<file path="config.mk">
export PLATFORM = sky130hd
export DESIGN_NAME = hack_mem_arbiter
export DESIGN_NICKNAME = d
export VERILOG_FILES = /design/src/rtl/hack_mem_arbiter.sv
export SDC_FILE = /design/constraint.sdc
export NUM_CORES = 1
export LEC_CHECK = 0
export ABC_AREA = 1
export BUFFER_PORTS_ARGS = -buffer_cell sky130_fd_sc_hd__buf_4
export CORE_UTILIZATION = 42
export CTS_BUF_LIST = sky130_fd_sc_hd__clkbuf_8
export DETAILED_ROUTE_END_ITERATION = 10
export PLACE_DENSITY = 0.85
export SYNTH_ARGS = -nofsm -noshare
export SYNTH_HDL_FRONTEND = slang
export SYNTH_SLANG_ARGS = --single-unit
export TNS_END_PERCENT = 50
</file>
<file path="constraint.sdc">
create_clock -name clock -period 3 [get_ports clock]
set_clock_uncertainty 0.05 [all_clocks]
set_input_delay 0.45 -clock clock [delete_from_list [all_inputs] [get_ports clock]]
set_output_delay 0.45 -clock clock [all_outputs]
set_load 0.05 [all_outputs]
</file>
<file path="src/rtl/hack_mem_arbiter.sv">
// Arbitrates the single data-RAM port between the Hack CPU and a burst DMA engine.
// Optional starvation guard enabled by defining ARB_STARVE_GUARD_EN.
module hack_mem_arbiter #(
    parameter int ADDR_W   = 15,
    parameter int DATA_W   = 16,
    parameter int LEN_W    = 8,
    parameter int MAX_WAIT = 8
) (
    input  logic              clock,
    input  logic              reset_n,
    input  logic              cpu_req,
    input  logic              cpu_we,
    input  logic [ADDR_W-1:0] cpu_addr,
    input  logic [DATA_W-1:0] cpu_wdata,
    output logic [DATA_W-1:0] cpu_rdata,
    output logic              cpu_stall,
    input  logic              dma_start,
    input  logic [ADDR_W-1:0] dma_base,
    input  logic [LEN_W-1:0]  dma_len,
    input  logic              dma_we,
    input  logic [DATA_W-1:0] dma_wdata,
    output logic              dma_ack,
    output logic [DATA_W-1:0] dma_rdata,
    output logic              dma_busy,
    output logic              dma_done,
    output logic [ADDR_W-1:0] mem_addr,
    output logic              mem_we,
    output logic [DATA_W-1:0] mem_wdata,
    input  logic [DATA_W-1:0] mem_rdata
);

    typedef enum logic [1:0] {S_IDLE, S_BURST, S_DONE} state_t;

    state_t            r_state;
    state_t            w_state_nxt;
    logic [ADDR_W-1:0] r_addr;
    logic [LEN_W-1:0]  r_rem;
    logic              r_we;
    logic              w_dma_gnt;
    logic              w_force;

    assign cpu_rdata = mem_rdata;
    assign dma_rdata = mem_rdata;

`ifdef ARB_STARVE_GUARD_EN
    localparam int WAIT_W = $clog2(MAX_WAIT + 1);
    logic [WAIT_W-1:0] r_wait;

    // A forced slot clears the counter, so it can never fire on two consecutive cycles.
    assign w_force = (r_state == S_BURST) && cpu_req && (r_wait == WAIT_W'(MAX_WAIT));

    always_ff @(posedge clock or negedge reset_n) begin
        if (!reset_n) begin
            r_wait <= '0;
        end else if ((r_state != S_BURST) || w_dma_gnt) begin
            r_wait <= '0;
        end else if (cpu_req) begin
            r_wait <= r_wait + 1'b1;
        end
    end
`else
    assign w_force = 1'b0;
`endif

    assign w_dma_gnt = (r_state == S_BURST) && (!cpu_req || w_force);
    assign cpu_stall = w_force;

    always_ff @(posedge clock or negedge reset_n) begin
        if (!reset_n) begin
            r_state <= S_IDLE;
        end else begin
            r_state <= w_state_nxt;
        end
    end

    always_ff @(posedge clock or negedge reset_n) begin
        if (!reset_n) begin
            r_addr <= '0;
            r_rem  <= '0;
            r_we   <= 1'b0;
        end else if ((r_state == S_IDLE) && dma_start) begin
            r_addr <= dma_base;
            r_rem  <= dma_len;
            r_we   <= dma_we;
        end else if (w_dma_gnt) begin
            r_addr <= r_addr + 1'b1;
            r_rem  <= r_rem - 1'b1;
        end
    end

    always_comb begin
        w_state_nxt = r_state;
        mem_addr    = cpu_addr;
        mem_we      = cpu_we & cpu_req;
        mem_wdata   = cpu_wdata;
        dma_ack     = 1'b0;
        dma_done    = 1'b0;
        dma_busy    = (r_state != S_IDLE);
        case (r_state)
            S_IDLE: begin
                if (dma_start) begin
                    w_state_nxt = (dma_len == '0) ? S_DONE : S_BURST;
                end
            end
            S_BURST: begin
                if (w_dma_gnt) begin
                    mem_addr  = r_addr;
                    mem_we    = r_we;
                    mem_wdata = dma_wdata;
                    dma_ack   = 1'b1;
                    if (r_rem == LEN_W'(1)) begin
                        w_state_nxt = S_DONE;
                    end
                end
            end
            S_DONE: begin
                dma_done    = 1'b1;
                w_state_nxt = S_IDLE;
            end
            default: w_state_nxt = S_IDLE;
        endcase
        // Keep the RAM untouched while reset is held, even if the CPU drives a write.
        if (!reset_n) begin
            mem_we = 1'b0;
        end
    end

endmodule

</file>
==> results of run 1 <==
## sequential cells by signal (all words and copies together), names as in the netlist
register and count:
r_addr 15, r_rem 8, r_state 2, r_we 1
## worst max-delay path by stage
| stage | startpoint | to | slack [ns] | cells after the start |
|---|---|---|---|---|
| 2_1_floorplan | r_state[0] | mem_addr[10] | 0.55 | 5 |
| 4_1_cts | r_state[1] | mem_addr[0] | 0.68 | 7 |
| 3_3_place_gp | cpu_req | mem_addr[6] | 1.0 | 5 |
| 6_report | r_state[1] | mem_addr[0] | 0.69 | 7 |
| 3_5_place_dp | cpu_req | mem_addr[1] | 0.93 | 5 |
| 5_1_grt | r_state[0] | mem_addr[2] | 0.52 | 5 |
## metal layers
layer	share of wire, %	vias to the layer above
met5	0	-
met4	1.6	0
met3	8.1	13
met2	49	115
met1	41	1145
li1	-	1301
## cells in the final DEF, fill, tap and decap left out
cell type,Yosys,final
sky130_fd_sc_hd__xor2_1,3,3
sky130_fd_sc_hd__ha_1,3,3
sky130_fd_sc_hd__nand2_1,154,154
sky130_fd_sc_hd__o221ai_1,1,1
sky130_fd_sc_hd__o22ai_1,1,1
sky130_fd_sc_hd__o21ai_1,1,1
sky130_fd_sc_hd__clkbuf_8,0,4
sky130_fd_sc_hd__o211ai_1,3,3
sky130_fd_sc_hd__buf_4,33,112
sky130_fd_sc_hd__a21oi_1,2,2
sky130_fd_sc_hd__conb_1,1,1
sky130_fd_sc_hd__o21ai_0,29,29
sky130_fd_sc_hd__inv_1,34,34
sky130_fd_sc_hd__o21bai_1,2,2
sky130_fd_sc_hd__nor2_1,28,28
sky130_fd_sc_hd__nand3b_1,2,2
sky130_fd_sc_hd__nor3_1,5,5
sky130_fd_sc_hd__inv_2,3,3
sky130_fd_sc_hd__nand2_4,2,2
sky130_fd_sc_hd__xnor2_1,1,1
sky130_fd_sc_hd__dfrtp_1,26,26
sky130_fd_sc_hd__nor2_4,4,4
sky130_fd_sc_hd__nand3_2,2,2
sky130_fd_sc_hd__nand3_1,26,26
sky130_fd_sc_hd__a21boi_0,1,1
sky130_fd_sc_hd__nand4_1,3,3
## worst max-delay path, delay by kind of cell (launching register included)
family	cells	cell delay (ns)
flip-flops	1	0.43
AND/OR/NAND/NOR	4	0.55
buffers and inverters	3	0.55
## kinds of logic after synthesis
logic type      count (synthesis)  share of synthesized area, %
simple gates                  226                         40.67
buf+inv                        81                         19.19
compound gates                 40                         9.332
flops                          26                         27.57
xor+xnor                        4                         1.485
fa+ha+maj                       3                         1.591
other cells                     1                        0.1589
## power by group
part | internal, uW | switching (uW) | total, uW
logic | 586 | 1280 | 1870
clock network | 118 | 121 | 238
registers | 518 | 170 | 688
total | 1220 | 1580 | 2800
## final cells by class
| cell class | count | area [um^2] | area share [%] |
|---|---|---|---|
| Multi-Input combinational cell | 274 | 1256 | 41.47 |
| Timing Repair Buffer | 112 | 840.8 | 27.76 |
| Sequential cell | 26 | 650.6 | 21.48 |
| Inverter | 37 | 138.9 | 4.585 |
| Tap cell | 70 | 87.58 | 2.891 |
| Clock buffer | 4 | 55.05 | 1.817 |
## per-stage QoR
stage | power [uW] | worst slack, ns
after floorplan | 2165 | 0.5537
after global placement | 2511 | 0.9972
after detailed placement | 2559 | 0.9294
after CTS | 2799 | 0.6774
after global routing | 3025 | 0.5236
final | 2797 | 0.6907
==> results_tabular.tex, run 1 <==
\begin{tabular}{lr}
\hline
Metric & Value \\
\hline
\multicolumn{2}{l}{\textbf{Yosys}} \\
Yosys top cell by area & sky130\_fd\_sc\_hd\_\_dfrtp\_1 \\
Synth Cell Area & 0.002360 mm\^{}2 \\
Cell types with the largest area share after synthesis & sky130\_fd\_sc\_hd\_\_dfrtp\_1, sky130\_fd\_sc\_hd\_\_nand2\_1, sky130\_fd\_sc\_hd\_\_buf\_4, sky130\_fd\_sc\_hd\_\_o21ai\_0, sky130\_fd\_sc\_hd\_\_nand3\_1 \\
Netlist cell types & 28 \\
Most common cell in the synthesized netlist & sky130\_fd\_sc\_hd\_\_nand2\_1 \\
Synth warnings & 0 \\
Share of the synthesized area in the top cell type & approximately 28\% \\
Synth Instances & approximately 380 \\
Average cell area after synthesis & approximately 6.2 um\^{}2 \\
Proportion of register bits with asynchronous set or reset after synthesis & 100.0\% \\
Register bit count reported by yosys & 26 \\
Portion of the post-synthesis area used by sequential elements & between 20\% and 30\% \\
Top post-synthesis cells by count & sky130\_fd\_sc\_hd\_\_nand2\_1, sky130\_fd\_sc\_hd\_\_inv\_1, sky130\_fd\_sc\_hd\_\_buf\_4, sky130\_fd\_sc\_hd\_\_o21ai\_0, sky130\_fd\_sc\_hd\_\_nor2\_1 \\
EDFF count, synth & 0 \\
Primary flip-flop cell chosen by synthesis mapping & sky130\_fd\_sc\_hd\_\_dfrtp\_1 \\
Net Count, Synth & about 480 \\
\multicolumn{2}{l}{\textbf{Detailed routing}} \\
DR vias & 2,574 \\
Detailed-route wire length & roughly 6400 um \\
WL/cell & 12.14 um \\
Antenna violation net count after detailed routing & 0 \\
Via density & $\sim$5 \\
Number of remaining DRC errors & 0 \\
DR iter-0 viols & about 260 \\
Number of detailed-route iterations in the first pass & 4 \\
\multicolumn{2}{l}{\textbf{Layout}} \\
Layout cell share with drive strength beyond 1 & between 20\% and 30\% \\
Number of nets in the finished design & approximately 550 \\
Core utilization of the finished layout & a little under three fifths \\
Area growth from synthesis to final layout & 28.37\% \\
Final design area excluding fillers & 0.003029 mm\^{}2 \\
Non-Filler Instances & 523 \\
Fillers & approximately 510 \\
ANT cells & 0 \\
\multicolumn{2}{l}{\textbf{Critical path}} \\
Source of the worst register-to-register timing path & r\_state[0] \\
Register-to-register path setup slack & 1.16 ns \\
Library cell contributing the largest single delay on the critical path & sky130\_fd\_sc\_hd\_\_dfrtp\_1 \\
R2R Path End & r\_addr[13] \\
Crit Path Category & reg -> out \\
Most repeated library cell on the critical path & sky130\_fd\_sc\_hd\_\_nand2\_1 \\
Worst endpoint data arrival time & roughly 1.8 ns \\
Slowest stage delay, CP & about 0.43 ns \\
Critical-path cell list & inv\_2 -> nand2\_1 -> nor2\_4 -> buf\_4 -> nand2\_1 -> nand2\_1 -> buf\_4 \\
Required time worst endpoint & between 2 and 3 ns \\
Worst setup EP type & primary output \\
Worst r2r path cells & 9 \\
Critical path fanouts, max & 18 \\
Startpoint Class & flip-flop \\
\multicolumn{2}{l}{\textbf{CTS}} \\
CTS tree & built \\
CTS Hold Buffers Added & 0 \\
Clock-pin slew on the worst setup and hold paths & around 0.1 ns \\
Cell at the root of the clock tree & sky130\_fd\_sc\_hd\_\_clkbuf\_8 \\
Count of cells resized by post-cts repair & 0 \\
\# clock sinks & 26 \\
Level count of the clock H-tree & 1 \\
Num CTS Buffers & 3 \\
Bufs on Longest Clock Path & 2 \\
Clk\_lat worst skew & between 0.2 and 0.3 ns \\
Buffer count from post-CTS setup fixing & 0 \\
\multicolumn{2}{l}{\textbf{Global routing}} \\
GRT Resource Usage Total & between 20\% and 30\% \\
Met1 usage in global routing & 25.78\% \\
Met2 track utilization from global routing & about two fifths \\
GR peak layer & met2 \\
Routing usage on met3 & between 5 and 6\% \\
Maximum number of pins on one net before global-route repair & 56 \\
Initial antenna violation count & 0 \\
Global route overflow & 0 \\
Wire length of the first global-routing pass & 10,650 um \\
Number of global-route vias before repair & 2,419 \\
\multicolumn{2}{l}{\textbf{Placement}} \\
Estimated wirelength of the detail-placed design & between 4000 and 5000 um \\
Instance count after placement with tap cells included & approximately 520 \\
Number of input and output port buffers inserted & 110 \\
Placer Congestion & approximately 0.84 \\
Cell area after placement & about 0.003 mm\^{}2 \\
\multicolumn{2}{l}{\textbf{Outcome}} \\
Status & finished, final reports clean \\
\multicolumn{2}{l}{\textbf{Timing}} \\
Worst hold-check slack & between 0.015 and 0.02 ns \\
Number of failing hold endpoints at the final stage & 0 \\
Share of the clock period used by the worst path & between 70 and 80\% \\
Minimum clock period after layout & roughly 2.3 ns \\
Tightest slew margin relative to the limit & a little over three fifths \\
Fmax & 433.0 MHz \\
Final sum of negative setup slack & 0 ns \\
Actual transition at the worst max-transition pin & $\sim$0.55 ns \\
Setup violators final & 0 \\
Max-slew violation total from the final report & 0 \\
Unrepaired setup endpoints after global routing & no \\
\multicolumn{2}{l}{\textbf{Pwr}} \\
Peak ir drop on the vdd network & around 0.00039 V \\
Static Leak & 0.001657 uW \\
Power per unit of standard cell area & 923.4 mW/mm\^{}2 \\
\multicolumn{2}{l}{\textbf{Die}} \\
Chip Height & about 77 um \\
Top-level port count & between 150 and 200 \\
Core outline area & about 0.0053 mm\^{}2 \\
Cell row count & 26 \\
Floorplan die width & a little under 80 um \\
Die footprint & slightly below 0.006 mm\^{}2 \\
Initial Utilization & roughly 45\% \\
\multicolumn{2}{l}{\textbf{Min path}} \\
Worst Hold Class & in -> async \\
\multicolumn{2}{l}{\textbf{Flow run}} \\
Max-cap check violation count & 0 \\
\hline
\end{tabular}
Power figures use the tool's default switching activity.
==> run 2, diff against run 1 <==
--- a/config.mk
+++ b/config.mk
@@ -7,10 +7,10 @@
 export LEC_CHECK = 0
 export ABC_AREA = 1
 export BUFFER_PORTS_ARGS = -buffer_cell sky130_fd_sc_hd__buf_4
-export CORE_UTILIZATION = 42
+export CORE_UTILIZATION = 39
 export CTS_BUF_LIST = sky130_fd_sc_hd__clkbuf_8
 export DETAILED_ROUTE_END_ITERATION = 10
-export PLACE_DENSITY = 0.85
+export PLACE_DENSITY = 0.83
 export SYNTH_ARGS = -nofsm -noshare
 export SYNTH_HDL_FRONTEND = slang
 export SYNTH_SLANG_ARGS = --single-unit
==> constraint.sdc (replaced) <==
create_clock -name clock -period 2 [get_ports clock]
set_clock_uncertainty 0.05 [all_clocks]
set_input_delay 0.3 -clock clock [delete_from_list [all_inputs] [get_ports clock]]
set_output_delay 0.3 -clock clock [all_outputs]
set_load 0.05 [all_outputs]
==> run 2 against run 1 <==
- the run now ends with hold timing left
- first-iteration DRC count is 37% lower
- critical path depth is 2 lower
- routed wire length is 6.8% higher
- total power is 56% higher
- largest cell class unchanged
- highest routed layer unchanged
==> results_tabular.tex, run 2 (synthesized netlist as in run 1, its figures left out) <==
\begin{tabular}{lr}
\hline
Metric & Value \\
\hline
\multicolumn{2}{l}{\textbf{Outcome}} \\
Status & finished with violations \\
Failing checks & hold timing \\
\multicolumn{2}{l}{\textbf{Global routing}} \\
Global route overflow & 0 \\
GR peak layer & met2 \\
Wire length of the first global-routing pass & approximately 11,000 um \\
Number of global-route vias before repair & between 2,000 and 3,000 \\
GRT Resource Usage Total & roughly 22\% \\
Initial antenna violation count & 0 \\
Met1 usage in global routing & 26.50\% \\
Routing usage on met3 & approximately 4.3\% \\
Maximum number of pins on one net before global-route repair & 27 \\
Met2 track utilization from global routing & 39.66\% \\
\multicolumn{2}{l}{\textbf{Detailed routing}} \\
DR iter-0 viols & between 150 and 200 \\
Via density & slightly below 5 \\
Number of remaining DRC errors & 0 \\
Antenna violation net count after detailed routing & 0 \\
WL/cell & 12.70 um \\
Detailed-route wire length & between 6000 and 7000 um \\
Number of detailed-route iterations in the first pass & 4 \\
DR vias & about 2,600 \\
\multicolumn{2}{l}{\textbf{Timing}} \\
Share of the clock period used by the worst path & between 90 and 100\% \\
Number of failing hold endpoints at the final stage & 26 \\
Fmax & 510.8 MHz \\
Actual transition at the worst max-transition pin & about 0.57 ns \\
Setup violators final & 0 \\
Unrepaired setup endpoints after global routing & yes \\
Minimum clock period after layout & around 2 ns \\
Tightest slew margin relative to the limit & between 60\% and 70\% \\
Worst hold-check slack & -0.007777 ns \\
Max-slew violation total from the final report & 0 \\
\multicolumn{2}{l}{\textbf{Pwr}} \\
Peak ir drop on the vdd network & around 0.00063 V \\
Power per unit of standard cell area & around 1400 mW/mm\^{}2 \\
Static Leak & $\sim$0.0017 uW \\
Post-layout total power & 4365 uW \\
\multicolumn{2}{l}{\textbf{CTS}} \\
Num CTS Buffers & 3 \\
Level count of the clock H-tree & 1 \\
\# clock sinks & 26 \\
Clk\_lat worst skew & approximately 0.28 ns \\
Bufs on Longest Clock Path & 2 \\
Clock-pin slew on the worst setup and hold paths & approximately 0.090 ns \\
CTS tree & built \\
Cell at the root of the clock tree & sky130\_fd\_sc\_hd\_\_clkbuf\_8 \\
\multicolumn{2}{l}{\textbf{Min path}} \\
Worst Hold Class & in -> async \\
\multicolumn{2}{l}{\textbf{Die}} \\
Chip Height & about 80 um \\
Cell row count & 27 \\
Initial Utilization & 41.58\% \\
Die footprint & between 0.006 and 0.007 mm\^{}2 \\
Core outline area & about 0.0057 mm\^{}2 \\
Floorplan die width & roughly 80 um \\
Top-level port count & 160 \\
\multicolumn{2}{l}{\textbf{Placement}} \\
Placer Congestion & 0.8163 \\
Number of input and output port buffers inserted & 110 \\
Cell area after placement & approximately 0.0030 mm\^{}2 \\
Estimated wirelength of the detail-placed design & 5149 um \\
\multicolumn{2}{l}{\textbf{Critical path}} \\
Critical path fanouts, max & 14 \\
Worst endpoint data arrival time & around 1.6 ns \\
Startpoint Class & flip-flop \\
Crit Path Category & reg -> out \\
Register-to-register path setup slack & about 0.37 ns \\
Required time worst endpoint & 1.65 ns \\
Worst setup EP type & primary output \\
\multicolumn{2}{l}{\textbf{Layout}} \\
Final design area excluding fillers & a little over 0.003 mm\^{}2 \\
Top flop regs & r\_addr (15), r\_rem (8), r\_state (2) \\
Fillers & 561 \\
Number of nets in the finished design & around 560 \\
Core utilization of the finished layout & around 55\% \\
ANT cells & 0 \\
Layout cell share with drive strength beyond 1 & 29.44\% \\
Commonest non-fill, non-tap cells in the layout & sky130\_fd\_sc\_hd\_\_nand2\_1, sky130\_fd\_sc\_hd\_\_buf\_4, sky130\_fd\_sc\_hd\_\_inv\_1 \\
Area growth from synthesis to final layout & 32.03\% \\
Flip-flop count of the largest register, all copies and words added & 15 \\
Largest Register & r\_addr \\
Leading cell type in the layout, fill and taps excluded & sky130\_fd\_sc\_hd\_\_nand2\_1 \\
\multicolumn{2}{l}{\textbf{Flow run}} \\
Max-cap check violation count & 0 \\
\hline
\end{tabular}
==> run 2: layout make-up <==
type                    count  area (um^2)  area share (%)
repair buffers            120        904.6           29.04
inverters                  37        138.9           4.458
clock buffers               4        55.05           1.767
multi-input cells         275         1276           40.96
well taps                  72        90.09           2.892
flip-flops and latches     26        650.6           20.88
==> run 2: power breakdown <==
group	total (uW)	internal (uW)	switching, uW
Sequential	1030	777	249
Clock	353	177	177
Combinational	2990	975	2010
Total	4370	1930	2440
==> run 2: worst max-delay path: stages, from the launching register on <==
cell and delay, ns:
sky130_fd_sc_hd__dfrtp_1 0.43, sky130_fd_sc_hd__nor2_4 0.19, sky130_fd_sc_hd__nand2_8 0.10, sky130_fd_sc_hd__buf_4 0.20
sky130_fd_sc_hd__o21ai_0 0.17, sky130_fd_sc_hd__buf_4 0.23
==> run 2: final timing paths <==
check,startpoint,end,cells after the start
setup / recovery,r_state[1],mem_addr[2],5
hold / removal,reset_n,r_addr[2],2
setup reg to reg,r_state[1],r_addr[13],9
hold reg to reg,r_we,r_we,2
max in group asynchronous,reset_n,r_addr[8],2
min in group clock,dma_we,r_we,3
==> run 2: what timing repair did <==
item	in CTS	in global routing
cloned	1	0
endpoints found under the hold margin	0	0
resized for setup	1	2
endpoints found under the setup margin	19	16
hold buffers	0	0
setup buffers	3	0
pin swaps	2	1
==> run 2: through the flow <==
| stage | worst slack, ns | TNS (ns) | cells |
|---|---|---|---|
| after floorplan | -0.2963 | -3.520 | 381 |
| after global placement | 0.2965 | 0 | 526 |
| after detailed placement | 0.1938 | 0 | 526 |
| after CTS | 0.03266 | 0 | 534 |
| after global routing | -0.02095 | -0.1404 | 534 |
| final | 0.04235 | 0 | 534 |
==> run 2: metal layers <==
layer	vias up	wire [um]
met4	0	114
met5	-	0
met1	1145	2839
met3	15	492
met2	96	3334
li1	1318	-
